===== src/rtl/cpu_pkg.sv =====
// Shared definitions for the control sequencer: opcode map, ir field positions,
// FSM state encoding and opcode classes.
package cpu_pkg;

    localparam int OPC_HI = 31;
    localparam int OPC_LO = 27;
    localparam int RA_HI  = 26;
    localparam int RA_LO  = 23;
    localparam int RB_HI  = 22;
    localparam int RB_LO  = 19;
    localparam int RC_HI  = 18;
    localparam int RC_LO  = 15;

    // R-type ALU class spans 00000 up to and including OPC_RTYPE_LAST
    localparam logic [4:0] OPC_RTYPE_LAST = 5'b01011;
    localparam logic [4:0] OPC_MUL        = 5'b01111;
    localparam logic [4:0] OPC_DIV        = 5'b10000;
    localparam logic [4:0] OPC_NEG        = 5'b10001;
    localparam logic [4:0] OPC_NOT        = 5'b10010;
    localparam logic [4:0] OPC_NOP        = 5'b11010;
    localparam logic [4:0] OPC_HALT       = 5'b11011;
    localparam logic [4:0] OPC_NONE       = 5'b00000;

    typedef enum logic [3:0] {
        S_IDLE = 4'd0,
        S_T0   = 4'd1,
        S_T1   = 4'd2,
        S_T2   = 4'd3,
        S_EX1  = 4'd4,
        S_EX2  = 4'd5,
        S_EX3  = 4'd6,
        S_EX4  = 4'd7,
        S_HALT = 4'd8
    } state_t;

    typedef enum logic [2:0] {
        CLS_RTYPE,
        CLS_UNARY,
        CLS_MULDIV,
        CLS_NOP,
        CLS_HALT,
        CLS_ILLEGAL
    } op_class_t;

    function automatic logic [15:0] reg_onehot(input logic [3:0] idx);
        return 16'h0001 << idx;
    endfunction

endpackage


===== src/rtl/control_sequencer_if.sv =====
// Sequencer-to-datapath bundle: instruction register in, control strobes out.
interface control_sequencer_if;
    // No valid/ready: every strobe is a single-cycle level that the datapath acts on
    // at the rising edge ending the cycle it is high; ir is held by the datapath.
    logic [31:0] ir;
    logic        PCout, PCin, IncPC, MARin, MDRin, MDRout, Read, IRin;
    logic        Yin, Zin, Zhighout, Zlowout, HIin, LOin;
    logic [15:0] Rout;
    logic [15:0] Rin;
    logic [4:0]  opcode;
    logic        halted;
    logic        illegal;

    modport master (
        input  ir,
        output PCout, PCin, IncPC, MARin, MDRin, MDRout, Read, IRin,
        output Yin, Zin, Zhighout, Zlowout, HIin, LOin,
        output Rout, Rin, opcode, halted, illegal
    );

    modport slave (
        output ir,
        input  PCout, PCin, IncPC, MARin, MDRin, MDRout, Read, IRin,
        input  Yin, Zin, Zhighout, Zlowout, HIin, LOin,
        input  Rout, Rin, opcode, halted, illegal
    );
endinterface


===== src/rtl/ir_decode.sv =====
// Combinational instruction decode: opcode class, register one-hots, illegal flag.
// With CTRL_MULDIV_EN undefined, MUL/DIV decode as illegal.
module ir_decode
    import cpu_pkg::*;
(
    input  logic [31:0] ir,
    output op_class_t   op_class,
    output logic [15:0] ra_oh,
    output logic [15:0] rb_oh,
    output logic [15:0] rc_oh,
    output logic        illegal
);
    logic [4:0] op;
    logic       unused_low;

    assign op         = ir[OPC_HI:OPC_LO];
    assign unused_low = ^ir[RC_LO-1:0];

    always_comb begin
        op_class = CLS_ILLEGAL;
        if (op <= OPC_RTYPE_LAST) begin
            op_class = CLS_RTYPE;
        end else if (op == OPC_NEG || op == OPC_NOT) begin
            op_class = CLS_UNARY;
        end else if (op == OPC_MUL || op == OPC_DIV) begin
`ifdef CTRL_MULDIV_EN
            op_class = CLS_MULDIV;
`else
            op_class = CLS_ILLEGAL;
`endif
        end else if (op == OPC_NOP) begin
            op_class = CLS_NOP;
        end else if (op == OPC_HALT) begin
            op_class = CLS_HALT;
        end
    end

    assign illegal = (op_class == CLS_ILLEGAL);
    assign ra_oh   = reg_onehot(ir[RA_HI:RA_LO]);
    assign rb_oh   = reg_onehot(ir[RB_HI:RB_LO]);
    assign rc_oh   = reg_onehot(ir[RC_HI:RC_LO]);
endmodule


===== src/rtl/control_sequencer.sv =====
// Moore fetch/execute control sequencer; strobes decode from state plus ir.
// Optional feature macro: CTRL_MULDIV_EN (MUL/DIV sequencing, EX4, HIin/LOin/Zhighout).
module control_sequencer
    import cpu_pkg::*;
(
    input  logic                       clock,
    input  logic                       clear,
    input  logic                       run,
    control_sequencer_if.master        bus,
    output state_t                     dbg_state
);
    state_t      state;
    state_t      state_eoi;
    logic        illegal_q;
    op_class_t   op_class;
    logic [15:0] ra_oh, rb_oh, rc_oh;
    logic        dec_illegal;
    logic [4:0]  alu_op;

    ir_decode u_ir_decode (
        .ir       (bus.ir),
        .op_class (op_class),
        .ra_oh    (ra_oh),
        .rb_oh    (rb_oh),
        .rc_oh    (rc_oh),
        .illegal  (dec_illegal)
    );

    assign alu_op    = bus.ir[OPC_HI:OPC_LO];
    assign state_eoi = run ? S_T0 : S_IDLE;
    assign dbg_state = state;

    // run only matters in IDLE and at the end-of-instruction transition
    always_ff @(posedge clock or negedge clear) begin
        if (!clear) begin
            state     <= S_IDLE;
            illegal_q <= 1'b0;
        end else begin
            illegal_q <= (state == S_T2) && dec_illegal;
            case (state)
                S_IDLE: if (run) state <= S_T0;
                S_T0:   state <= S_T1;
                S_T1:   state <= S_T2;
                S_T2: begin
                    case (op_class)
                        CLS_HALT:             state <= S_HALT;
                        CLS_NOP, CLS_ILLEGAL: state <= state_eoi;
                        default:              state <= S_EX1;
                    endcase
                end
                S_EX1:  state <= S_EX2;
                S_EX2:  state <= (op_class == CLS_UNARY) ? state_eoi : S_EX3;
`ifdef CTRL_MULDIV_EN
                S_EX3:  state <= (op_class == CLS_MULDIV) ? S_EX4 : state_eoi;
                S_EX4:  state <= state_eoi;
`else
                S_EX3:  state <= state_eoi;
`endif
                S_HALT: state <= S_HALT;
                default: state <= S_IDLE;
            endcase
        end
    end

    always_comb begin
        bus.PCout    = 1'b0;
        bus.PCin     = 1'b0;
        bus.IncPC    = 1'b0;
        bus.MARin    = 1'b0;
        bus.MDRin    = 1'b0;
        bus.MDRout   = 1'b0;
        bus.Read     = 1'b0;
        bus.IRin     = 1'b0;
        bus.Yin      = 1'b0;
        bus.Zin      = 1'b0;
        bus.Zhighout = 1'b0;
        bus.Zlowout  = 1'b0;
        bus.HIin     = 1'b0;
        bus.LOin     = 1'b0;
        bus.Rout     = 16'h0000;
        bus.Rin      = 16'h0000;
        bus.opcode   = OPC_NONE;
        bus.halted   = (state == S_HALT);
        bus.illegal  = illegal_q;
        case (state)
            S_T0: begin
                bus.PCout = 1'b1; bus.MARin = 1'b1; bus.IncPC = 1'b1; bus.Zin = 1'b1;
            end
            S_T1: begin
                bus.Zlowout = 1'b1; bus.PCin = 1'b1; bus.Read = 1'b1; bus.MDRin = 1'b1;
            end
            S_T2: begin
                bus.MDRout = 1'b1; bus.IRin = 1'b1;
            end
            S_EX1: begin
                case (op_class)
                    CLS_RTYPE: begin bus.Rout = rb_oh; bus.Yin = 1'b1; end
                    CLS_UNARY: begin bus.Rout = rb_oh; bus.Zin = 1'b1; bus.opcode = alu_op; end
`ifdef CTRL_MULDIV_EN
                    CLS_MULDIV: begin bus.Rout = ra_oh; bus.Yin = 1'b1; end
`endif
                    default: ;
                endcase
            end
            S_EX2: begin
                case (op_class)
                    CLS_RTYPE: begin bus.Rout = rc_oh; bus.Zin = 1'b1; bus.opcode = alu_op; end
                    CLS_UNARY: begin bus.Zlowout = 1'b1; bus.Rin = ra_oh; end
`ifdef CTRL_MULDIV_EN
                    CLS_MULDIV: begin bus.Rout = rb_oh; bus.Zin = 1'b1; bus.opcode = alu_op; end
`endif
                    default: ;
                endcase
            end
            S_EX3: begin
                case (op_class)
                    CLS_RTYPE: begin bus.Zlowout = 1'b1; bus.Rin = ra_oh; end
`ifdef CTRL_MULDIV_EN
                    CLS_MULDIV: begin bus.Zlowout = 1'b1; bus.LOin = 1'b1; end
`endif
                    default: ;
                endcase
            end
`ifdef CTRL_MULDIV_EN
            S_EX4: begin
                bus.Zhighout = 1'b1; bus.HIin = 1'b1;
            end
`endif
            default: ;
        endcase
    end
endmodule


===== src/flat_wrapper.sv =====
// flat-port wrapper written by rule: the top's interface ports become plain ports
module control_sequencer_flat import cpu_pkg::*;
  (clock, clear, run, dbg_state, bus_ir, bus_PCout, bus_PCin, bus_IncPC, bus_MARin, bus_MDRin, bus_MDRout, bus_Read, bus_IRin, bus_Yin, bus_Zin, bus_Zhighout, bus_Zlowout, bus_HIin, bus_LOin, bus_Rout, bus_Rin, bus_opcode, bus_halted, bus_illegal);
  control_sequencer_if bus_i ();
  input  logic clock;
  input  logic clear;
  input  logic run;
  output state_t dbg_state;
  input wire logic [$bits(bus_i.ir)-1:0] bus_ir;
  output wire logic [$bits(bus_i.PCout)-1:0] bus_PCout;
  output wire logic [$bits(bus_i.PCin)-1:0] bus_PCin;
  output wire logic [$bits(bus_i.IncPC)-1:0] bus_IncPC;
  output wire logic [$bits(bus_i.MARin)-1:0] bus_MARin;
  output wire logic [$bits(bus_i.MDRin)-1:0] bus_MDRin;
  output wire logic [$bits(bus_i.MDRout)-1:0] bus_MDRout;
  output wire logic [$bits(bus_i.Read)-1:0] bus_Read;
  output wire logic [$bits(bus_i.IRin)-1:0] bus_IRin;
  output wire logic [$bits(bus_i.Yin)-1:0] bus_Yin;
  output wire logic [$bits(bus_i.Zin)-1:0] bus_Zin;
  output wire logic [$bits(bus_i.Zhighout)-1:0] bus_Zhighout;
  output wire logic [$bits(bus_i.Zlowout)-1:0] bus_Zlowout;
  output wire logic [$bits(bus_i.HIin)-1:0] bus_HIin;
  output wire logic [$bits(bus_i.LOin)-1:0] bus_LOin;
  output wire logic [$bits(bus_i.Rout)-1:0] bus_Rout;
  output wire logic [$bits(bus_i.Rin)-1:0] bus_Rin;
  output wire logic [$bits(bus_i.opcode)-1:0] bus_opcode;
  output wire logic [$bits(bus_i.halted)-1:0] bus_halted;
  output wire logic [$bits(bus_i.illegal)-1:0] bus_illegal;
  assign bus_i.ir = bus_ir;
  assign bus_PCout = bus_i.PCout;
  assign bus_PCin = bus_i.PCin;
  assign bus_IncPC = bus_i.IncPC;
  assign bus_MARin = bus_i.MARin;
  assign bus_MDRin = bus_i.MDRin;
  assign bus_MDRout = bus_i.MDRout;
  assign bus_Read = bus_i.Read;
  assign bus_IRin = bus_i.IRin;
  assign bus_Yin = bus_i.Yin;
  assign bus_Zin = bus_i.Zin;
  assign bus_Zhighout = bus_i.Zhighout;
  assign bus_Zlowout = bus_i.Zlowout;
  assign bus_HIin = bus_i.HIin;
  assign bus_LOin = bus_i.LOin;
  assign bus_Rout = bus_i.Rout;
  assign bus_Rin = bus_i.Rin;
  assign bus_opcode = bus_i.opcode;
  assign bus_halted = bus_i.halted;
  assign bus_illegal = bus_i.illegal;
  control_sequencer u_core (.clock(clock), .clear(clear), .run(run), .bus(bus_i), .dbg_state(dbg_state));
endmodule

===== config.mk =====
export PLATFORM = sky130hd
export DESIGN_NAME = control_sequencer_flat
export DESIGN_NICKNAME = d
export VERILOG_FILES = /design/src/rtl/cpu_pkg.sv /design/src/rtl/control_sequencer_if.sv /design/src/rtl/ir_decode.sv /design/src/rtl/control_sequencer.sv /design/src/flat_wrapper.sv
export SDC_FILE = /design/constraint.sdc
export NUM_CORES = 1
export LEC_CHECK = 0
export BUFFER_PORTS_ARGS = -buffer_cell sky130_fd_sc_hd__buf_2
export CORE_ASPECT_RATIO = 0.6
export CORE_MARGIN = 1.5
export CORE_UTILIZATION = 38
export DETAILED_ROUTE_END_ITERATION = 10
export GPL_ROUTABILITY_DRIVEN = 1
export HOLD_SLACK_MARGIN = 0.05
export PLACE_DENSITY_LB_ADDON = 0.3
export SYNTH_ARGS = -nofsm -noshare
export SYNTH_HDL_FRONTEND = slang
export SYNTH_SLANG_ARGS = --single-unit

===== constraint.sdc =====
create_clock -name clock -period 5.4 [get_ports clock]
set_input_delay 1.08 -clock clock [delete_from_list [all_inputs] [get_ports clock]]
set_output_delay 1.08 -clock clock [all_outputs]
set_load 0.02 [all_outputs]

======== Word-level counts from Yosys, hierarchy flattened ========
Cells that the tools add are included.
W data, S select, Z words.
operators by class
  $lt $le $gt $ge ......................... 1
  equality and inequality tests ........... 18
  shifts and indexed selects .............. 3
  muxes and demuxes ....................... 27
  reduce and logical (&&, ||, !) cells .... 7
operator list
  kind                    number
  $mux W16                4
  $pmux W16 S2            2
  $shl A1 B4 Y16 const A  3
  $pmux W4 S8             1
  $eq A5 B5 Y1 const B    5
  $eq A4 B3 Y1 const B    3
  $mux W3                 4
  $mux W5                 2
  $pmux W5 S2             1
  $eq A4 B2 Y1 const B    2
  $mux W1                 8
  $mux W4                 2
  $pmux W4 S2             1
  $eq A3 B3 Y1 const B    2
  $pmux W1 S3             2
  $eq A5 B4 Y1 const B    1
  $le A5 B4 Y1 const B    1
  $eq A4 B1 Y1 const B    1
  $eq A4 B4 Y1 const B    1
  $logic_not A4 Y1        1
  $reduce_or A2 Y1        2
  $eq A3 B1 Y1 const B    1
  $eq A3 B2 Y1 const B    1
  $logic_not A3 Y1        1
  3 further kinds         4
storage, ports and cells
  bits in registers ....................... 5

======== Longest topological paths before layout ========
Gate-level depths: netlist (run 1).
  depth after elaboration ................. 10
  mapped depth ............................ 7
  gate-level depth less buffers ........... 5

======== Cells and area by module ========
From an unflattened synthesis (run 1), not the netlist that was laid out.
second synthesis, totals
  cell total of the unflattened synthesis .. 182
  area, all modules ....................... 1256.2 um^2
by module, submodules not included
  module             times used  cells each  area each (um^2)
  control_sequencer  1           103         868.3
  ir_decode          1           79          387.9

======== Worst setup path after synthesis (run 1) ========
No wires, ideal clock.
  kind .................................... input -> output
  from .................................... input bus_ir[29]
  to ...................................... output bus_Rin[1]
  arrival time ............................ 2608 ps
  path slack .............................. 1712 ps
  stages on the path ...................... 5
  path through ............................ a21o_1 or3b_1 a21o_1 buf_6 nor4_1
on the way
  cells in the longest elaborated chain, start to end .. 9
ends and longest elaborated chain
  element                                           RTL line                                            text
  from (decl)                                       flat_wrapper.sv:9                                   input wire logic [$bits(bus_i.ir)-1:0] bus_ir;
  $eq A5 B5 Y1                                      ir_decode.sv:33                                     end else if (op == OPC_HALT) begin
  $mux W1                                           ir_decode.sv:33
  $mux W3                                           ir_decode.sv:31                                     end else if (op == OPC_NOP) begin
  $mux W3                                           ir_decode.sv:25                                     end else if (op == OPC_MUL || op == OPC_DIV) begin
  $mux W3                                           ir_decode.sv:23                                     end else if (op == OPC_NEG || op == OPC_NOT) begin
  $mux W3 (*)                                       ir_decode.sv:21                                     if (op <= OPC_RTYPE_LAST) begin
  $eq A3 B1 Y1 or $logic_not A3 Y1 (tied branches)  control_sequencer.sv:106, control_sequencer.sv:116
  $mux W16 (on tied branches)                       control_sequencer.sv:106, control_sequencer.sv:116
  $pmux W16 S2 (*)                                  control_sequencer.sv:85                             case (state)
  to (decl)                                         flat_wrapper.sv:25                                  output wire logic [$bits(bus_i.Rin)-1:0] bus_Rin;
Mark *: on every way between the ends. The rest lies on a longest branch, timed or not.

======== Worst setup path after layout (run 1) ========
  from .................................... input bus_ir[30]
  to ...................................... output bus_Rin[9]
Same word-level chain as after synthesis.

==> reports/metrics.cfg, run 1 <==
[synth]
netlist_area_sq_um = 887
synth_edf_count = 0
yosys_warnings = 0
ys_types = 36
ys_seq_area_share_pct = 14.1
ys.flop_type = dfrtp_1
syn_area_per_cell_sq_um = 6.99
synth_top_area_share_pct = 14.1
synthTopCellsByArea = dfrtp_1 (14%), o32ai_1 (9.9%), nand2b_1 (7.8%)
ys_async_sr_fraction_pct = 100
netlist.top_cell.by_area = dfrtp_1
ys_seq_elements = 5
synth_commonest_cells = nand2b_1 (11), nor2_1 (11), nor3_1 (11)
syn_inst = 127

[clock_tree]
root_buffer = clkbuf_8
ctsResizeCount = 0
postCtsSetupRepairBufs = 0
cts_tree = yes
clock-sinks = 5
path_clk_slew_ns = 0.04
hold_buffers = 0
htree_num_levels = 1
cts_buffer_depth = 2
cts_buffers = 3
clk_latency_ns = 0.22

[pwr]
p_seq_share_pct = 19.6
p_per_area_nw_per_um2 = 313
intPower_mw = 0.183
pwr-share-clk_pct = 17.9
p_total_mw = 0.390
combPwrFrac_pct = 62.6
swShare_pct = 53.1
p_switching_mw = 0.207
leakage_nw = 0.635
ir_drop_v = 0.000260

[timing]
timing.hold.ws_ns = 0.544
tightest_slew_ns = 0.553
period_needed_ns = 3.77
final.setup.tns_ns = 0
rsz0062_at_grt = false
period_share_pct = 69.8
clock_skew_ns = 0.000865
relSlewSlack_pct = 63.1
slew_viol_final = 0
max_clock_freq_mhz = 265
hold_viol = 0
finalSetupViolCount = 0

[setup_path]
crit_required_ns = 4.32
crit_path_start_kind = primary input
worstPathArrival_ns = 2.69
crit_fanout = 17
setup.worst_path.class = primary input to primary output
worstRegToRegCells = 3
r2r_start = u_core.dbg_state[3]
endpoint_kind = primary output
cp-startpoint = bus_ir[30]

[global_route]
first_global_vias = 878
gr-total-overflow = 0
track_usage_pct = 19.7
antenna_found_initial = 0
grt_pass1_wl_um = 3910
grt_max_degree = 18

[route]
ant_nets = 0
totalWireLength_um = 2700
viasPerCell = 5.39
wl_per_cell_um = 12.1
drc = 0
drtIter0Drc = 52
drt_first_pass_iters = 4
vias = 1203

[flow_run]
max_cap_viol_count = 0

[floorplan]
num_rows = 13
io-pin-count = 92
die_x_um = 65.4
die_h_um = 40.4
dieArea_sq_um = 2640
core_area_sq_um = 2180
initial_core_util_pct = 40.7

[layout]
final_cell_count_no_fill = 223
finalNetCount = 229
antenna_cells = 0
drive_gt1_share_pct = 42.0
area_delta_synth_final_pct = 40.8

[placement]
gp_congestion = 0.791
port_buffers = 73
dpl.hpwl_um = 2210
place_inst = 219

[min_path]
min_path_type = flop to flop
whs_path_depth = 1
worstHoldStart = u_core.dbg_state[3]

[status]
status = complete, no violations

-- worst max-delay path: stages --
cell and delay (ns):
buf_2 0.13, nor3b_1 0.49, nand3b_1 0.13, a21o_1 0.34, nor4_1 0.29, buf_2 0.21
-- cell usage in the layout (no fill, tap or decap), types with 3 or more instances in the layout --
master    count
a21oi_1       4
and2_1        4
buf_2        73
clkbuf_8      3
conb_1        3
dfrtp_1       5
nand2_1       8
nand2b_1     11
nand3_1       3
nand3b_1      4
nor2_1       11
nor3_1       11
nor4_1        6
o22ai_1       6
o32ai_1      10
or2_2         3
-- layout make-up --
type,count,area (sq um)
fill,210,931
multi-input combinational,109,668
timing repair buffer,73,365
sequential,5,125
clock buffer,4,45.0
tap,30,37.5
inverter,2,7.51
-- flip-flops by register name, indices dropped and copies added (netlist names) --
signal,flops
u_core.bus.illegal,1
u_core.dbg_state,4
-- cells by family (layout without fill, tap and decap cells) --
family,Yosys count,count (layout),share of synthesized area (%)
AOI/OAI and AO/OA,30,30,24.5
xor gates and xnor gates,3,3,2.96
buffers and inverters,15,79,11.4
DFF,5,5,14.1
other,1,3,0.423
and+or+nand+nor,73,73,46.5
-- power groups by stage --
stage / Combinational (mW) / Sequential, mW / Clock [mW]
detailed placement: 0.245 / 0.0770 / 0
finish: 0.244 / 0.0764 / 0.0697
floorplan: 0.194 / 0.0761 / 0
global placement: 0.241 / 0.0765 / 0
CTS: 0.246 / 0.0761 / 0.0723
global route: 0.264 / 0.0809 / 0.0769
-- final timing paths --
| check | to | slack, ns |
|---|---|---|
| worst max-delay path | bus_Rin[9] | 1.63 |
| worst min-delay path | u_core.dbg_state[1] | 0.54 |
| worst max register to register | u_core.dbg_state[2] | 4.07 |
| worst min register to register | u_core.dbg_state[1] | 0.54 |
| max in group asynchronous | u_core.dbg_state[3] | 4.61 |
| min in group asynchronous | u_core.dbg_state[2] | 0.67 |
-- routing by layer --
metal	part of all wire [%]	vias up	GRT usage (%)	wire length, um
met3	11	4	3.93	294
li1	-	611	-	-
met2	42	69	27.6	1130
met5	0	-	0	0
met1	46	519	29.0	1250
met4	1.1	0	7.81	30
-- through the flow --
stage,setup slack [ns],utilization (%),area [sq um]
after floorplan,1.71,-,895
after global placement,1.69,55.2,1200
after detailed placement,1.67,55.2,1200
after CTS,1.66,57.3,1250
after global routing,1.40,57.3,1250
final,1.63,57.3,1250
No activity file was read; power rests on OpenSTA's default activity.
==> inputs of run 2 (changes only) <==
--- a/config.mk
+++ b/config.mk
@@ -5,10 +5,11 @@
 export SDC_FILE = /design/constraint.sdc
 export NUM_CORES = 1
 export LEC_CHECK = 0
+export ABC_AREA = 1
 export BUFFER_PORTS_ARGS = -buffer_cell sky130_fd_sc_hd__buf_2
 export CORE_ASPECT_RATIO = 0.6
 export CORE_MARGIN = 1.5
-export CORE_UTILIZATION = 38
+export CORE_UTILIZATION = 36
 export DETAILED_ROUTE_END_ITERATION = 10
 export GPL_ROUTABILITY_DRIVEN = 1
 export HOLD_SLACK_MARGIN = 0.05
==> constraint.sdc (replaced) <==
create_clock -name clock -period 3.95 [get_ports clock]
set_input_delay 0.79 -clock clock [delete_from_list [all_inputs] [get_ports clock]]
set_output_delay 0.79 -clock clock [all_outputs]
set_load 0.02 [all_outputs]
==> run 2 against run 1 <==
Net effect: sequential power is 29% higher; cell area is 5.7% higher; critical endpoint is now bus_Rout[2]; largest power group unchanged; clock-buffer cell count stayed put.
==> reports/metrics.cfg, run 2 <==
[status]
status = complete, no violations

[pwr]
p_total_mw = 0.559
pwr-share-clk_pct = 16.6
p_switching_mw = 0.309
leakage_nw = 0.808
swShare_pct = 55.2
combPwrFrac_pct = 65.9
p_seq_share_pct = 17.6
p_per_area_nw_per_um2 = 424
ir_drop_v = 0.000161
intPower_mw = 0.250

[synth]
synth_most_common_cell = nor2_1
synth_commonest_cells = nor2_1 (33), inv_1 (28), nand3_1 (26)
yosys_warnings = 0
ys.flop_type = dfrtp_1
synth_edf_count = 0
ys_async_sr_fraction_pct = 100
syn_area_per_cell_sq_um = 5.67
ys_seq_area_share_pct = 13.5
synth_top_area_share_pct = 14.1
synthTopCellsByArea = nand3_1 (14%), dfrtp_1 (14%), nor2_1 (13%)
netlist_area_sq_um = 925
ys_types = 24
ys_seq_elements = 5
netlist.top_cell.by_area = nand3_1
syn_inst = 163

[layout]
post-route-util_pct = 57.6
finalNetCount = 270
area_delta_synth_final_pct = 42.8
drive_gt1_share_pct = 39.3
largest_register_ffs = 4
finalInstanceArea_sq_um = 1320
antenna_cells = 0
layout_commonest_cell = buf_2
layout_common_cells = buf_2 (73), nor2_1 (33), inv_1 (28)

[clock_tree]
ctsResizeCount = 0
path_clk_slew_ns = 0.04
cts_tree = yes
postCtsSetupRepairBufs = 0
cts_buffers = 3
cts_buffer_depth = 2
htree_num_levels = 1
hold_buffers = 0
clock-sinks = 5
root_buffer = clkbuf_8
clk_latency_ns = 0.21

[timing]
period_needed_ns = 2.75
final.setup.tns_ns = 0
timing.hold.ws_ns = 0.381
clock_skew_ns = 0.000566
finalSetupViolCount = 0
max_clock_freq_mhz = 364
slew_viol_final = 0
hold_viol = 0
period_share_pct = 69.6
rsz0062_at_grt = false

[min_path]
min_path_type = primary input to asynchronous set/reset pin

[global_route]
gr-total-overflow = 0
top_usage_layer = met1
track_usage_pct = 20.8
antenna_found_initial = 0
first_global_vias = 1065
grt_max_degree = 9
grtUsageMet2_pct = 28.5
grtUsageMet1_pct = 35.1
use_met3_pct = 1.08
grt_pass1_wl_um = 4770

[setup_path]
worstRegToRegCells = 5
worstPathArrival_ns = 1.96
endpoint_kind = primary output
r2r_start = u_core.dbg_state[3]
r2r_setup_slack_ns = 2.65
crit_fanout = 8
crit_path_start_kind = primary input
setup.worst_path.class = primary input to primary output
r2r-end = u_core.bus.illegal
crit_required_ns = 3.16

[floorplan]
die_h_um = 42.3
core_area_sq_um = 2290
die_x_um = 68.4
num_rows = 13
initial_core_util_pct = 40.3
dieArea_sq_um = 2890
io-pin-count = 92

[route]
viasPerCell = 5.01
wl_per_cell_um = 11.1
ant_nets = 0
vias = 1323
drt_first_pass_iters = 4
drc = 0
drtIter0Drc = 57
totalWireLength_um = 2940

[flow_run]
max_cap_viol_count = 0

[placement]
place_area_sq_um = 1270
port_buffers = 73
gp_congestion = 0.865
dpl.hpwl_um = 2490

==> run 2: how the worst max path moves through the flow <==
stage / startpoint / endpoint / depth (start not counted)
after floorplan: bus_ir[30] / bus_opcode[0] / 5
after global placement: bus_ir[30] / bus_Rout[5] / 7
after detailed placement: bus_ir[30] / bus_Rout[2] / 7
after CTS: bus_ir[30] / bus_Rout[2] / 7
after global routing: bus_ir[30] / bus_Rout[2] / 7
final: bus_ir[30] / bus_Rout[2] / 7
==> run 2: power by group through the flow <==
stage          logic [mW]  registers (mW)  clock network, mW
2_1_floorplan       0.265           0.116                  0
4_1_cts             0.369          0.0982             0.0938
6_report            0.368          0.0983             0.0926
3_3_place_gp        0.365          0.0980                  0
5_1_grt             0.407           0.105             0.0982
3_5_place_dp        0.368          0.0989                  0
==> run 2: per-stage QoR <==
stage / worst slack (ns) / std cells
2_1_floorplan: 1.30 / 165
3_3_place_gp: 1.23 / 260
5_1_grt: 1.08 / 264
6_report: 1.20 / 264
4_1_cts: 1.22 / 264
3_5_place_dp: 1.22 / 260
==> run 2: kinds of logic after synthesis <==
logic type,Yosys count,share of synthesized area [%]
AND/OR/NAND/NOR,99,52.6
flip-flops,5,13.5
buffers and inverters,38,18.7
AO/OA/AOI/OAI,20,14.8
other,1,0.406
==> run 2: worst max-delay path, stage by stage <==
cell and delay (ns):
buf_2 0.13, a21oi_2 0.22, inv_2 0.10, nor2_2 0.18, nand2_2 0.15, o22ai_1 0.19
buf_2 0.19
==> run 2: cell type report <==
type,instances,area [sq um]
fillers,248,973
repair buffers,73,365
inverters,30,113
clock buffers,4,45.0
well taps,30,37.5
multi-input cells,122,634
flip-flops and latches,5,125
==> run 2: layer usage <==
layer / vias up / routed length, um
li1: 675 / -
met1: 591 / 1580
met2: 57 / 1140
met3: 0 / 225
met4: 0 / 0
met5: - / 0
==> inputs of run 3 (changes only) <==
--- a/config.mk
+++ b/config.mk
@@ -9,7 +9,7 @@
 export BUFFER_PORTS_ARGS = -buffer_cell sky130_fd_sc_hd__buf_2
 export CORE_ASPECT_RATIO = 0.6
 export CORE_MARGIN = 1.5
-export CORE_UTILIZATION = 36
+export CORE_UTILIZATION = 32
 export DETAILED_ROUTE_END_ITERATION = 10
 export GPL_ROUTABILITY_DRIVEN = 1
 export HOLD_SLACK_MARGIN = 0.05
==> constraint.sdc (replaced) <==
create_clock -name clock -period 2.3 [get_ports clock]
set_input_delay 0.46 -clock clock [delete_from_list [all_inputs] [get_ports clock]]
set_output_delay 0.46 -clock clock [all_outputs]
set_load 0.02 [all_outputs]
==> run 3 against run 2 <==
Net effect: clock skew grew 0.0012 ns; hold slack improved by 0.19 ns; via count decreased by 1.2%; clock power increased by 73%; sequential share of layout area fell by 0.25 points; worst setup slack worse by 1.1 ns; first-iteration DRC count increased by 58%; non-clock buffer count increased by 2; cell area is 2.7% higher; critical path depth fell by 1; clock-buffer cell count unchanged.
==> reports/metrics.cfg, run 3 (synthesis gave the netlist of run 2 again) <==
[pwr]
p_switching_mw = 0.538
pwr-share-clk_pct = 16.2
combPwrFrac_pct = 68.2
intPower_mw = 0.447
swShare_pct = 54.6
ir_drop_v = 0.000333
p_per_area_nw_per_um2 = 726
p_seq_share_pct = 15.6
leakage_nw = 0.825

[clock_tree]
path_clk_slew_ns = 0.03
clk_latency_ns = 0.22
cts_buffer_depth = 2
cts_tree = yes
root_buffer = clkbuf_8
cts_buffers = 3
clock-sinks = 5
htree_num_levels = 1

[setup_path]
r2r-end = u_core.bus.illegal
r2r_start = u_core.dbg_state[0]
worstRegToRegCells = 7
r2r_setup_slack_ns = 0.97
worstPathArrival_ns = 1.74
crit_required_ns = 1.84
setup.worst_path.class = flop to primary output
crit_path_start_kind = flop
endpoint_kind = primary output
crit_fanout = 8

[min_path]
whs_path_depth = 3
min_path_type = primary input to flop
worst_hold_path.endpoint = u_core.dbg_state[0]
worstHoldStart = run

[flow_run]
max_cap_viol_count = 0

[floorplan]
io-pin-count = 92
initial_core_util_pct = 35.2
dieArea_sq_um = 3230
num_rows = 14
die_h_um = 44.6
core_area_sq_um = 2630
die_x_um = 72.4

[route]
wl_per_cell_um = 11.1
drt_first_pass_iters = 4
drc = 0
ant_nets = 0
viasPerCell = 4.88
drtIter0Drc = 90
vias = 1307
totalWireLength_um = 2970

[timing]
slew_viol_final = 0
hold_viol = 0
timing.hold.ws_ns = 0.566
final.setup.tns_ns = 0
period_share_pct = 95.5
clock_skew_ns = 0.00174
period_needed_ns = 2.20
rsz0062_at_grt = false
max_clock_freq_mhz = 455
finalSetupViolCount = 0

[layout]
drive_gt1_share_pct = 39.8
finalInstanceArea_sq_um = 1360
area_delta_synth_final_pct = 46.7
antenna_cells = 0
finalNetCount = 272
largest_register_ffs = 4
layout_commonest_cell = buf_2
layout_common_cells = buf_2 (73), nor2_1 (32), inv_1 (28)

[placement]
dpl.hpwl_um = 2500
place_area_sq_um = 1280
gp_congestion = 0.929
port_buffers = 73

[global_route]
grt_max_degree = 9
antenna_found_initial = 0
first_global_vias = 925
gr-total-overflow = 0
track_usage_pct = 17.5
grt_pass1_wl_um = 4300

[status]
status = complete, no violations

## run 3: cell types whose count changed in the layout (fill, tap and decap cells not counted), sizes merged
cell / previous run / this run
buf: 73 / 74
dlygate4sd3: 0 / 1
## run 3: what timing repair did
| action | CTS | global route |
|---|---|---|
| resized for setup | 0 | 3 |
| hold buffers | 1 | 0 |
| endpoints found under the hold margin | 5 | 0 |
| setup endpoints to repair | 0 | 10 |
| setup buffers | 0 | 0 |
## run 3: power groups by stage
stage	Clock [mW]	Sequential, mW	Combinational (mW)
floorplan	0	0.199	0.455
global placement	0	0.150	0.658
detailed placement	0	0.151	0.661
CTS	0.163	0.150	0.664
global route	0.169	0.156	0.734
finish	0.160	0.154	0.671
## run 3: final cells by class
type	count	area, sq um
Timing Repair Buffer	75	383
Clock buffer	4	45.0
Fill cell	290	1270
Tap cell	32	40.0
Multi-Input combinational cell	122	651
Inverter	30	113
Sequential cell	5	125
## run 3: worst max path at each step
stage / end / slack (ns) / start
floorplan: bus_Zlowout / 0.18 / u_core.dbg_state[3]
global placement: bus_Rout[5] / 0.26 / bus_ir[30]
detailed placement: bus_Rout[5] / 0.20 / bus_ir[30]
CTS: bus_Rout[10] / 0.09 / u_core.dbg_state[1]
global route: bus_Rout[1] / 0.007 / u_core.dbg_state[3]
finish: bus_Rout[1] / 0.10 / u_core.dbg_state[1]
## run 3: worst max-delay path: stages, from the launching register on
cell and delay (ns):
dfrtp_1 0.45, nor2_2 0.19, nand2_1 0.17, nor2_1 0.12, nand2_1 0.19, o22ai_1 0.20, buf_2 0.20
## run 3: through the flow
step	cells	utilization, %	setup WS (ns)	total power [mW]
after floorplan	165	-	0.181	0.654
after global placement	263	48.9	0.262	0.809
after detailed placement	263	48.9	0.199	0.812
after CTS	268	51.0	0.0891	0.977
after global routing	268	51.6	0.00706	1.06
final	268	51.6	0.103	0.985
## run 3: routing by layer
metal	vias up	global-route usage [%]	routed length, um
met1	573	28.4	1530
li1	681	-	-
met5	-	0	0
met2	49	23.0	1180
met4	0	5.66	25
met3	4	2.28	226
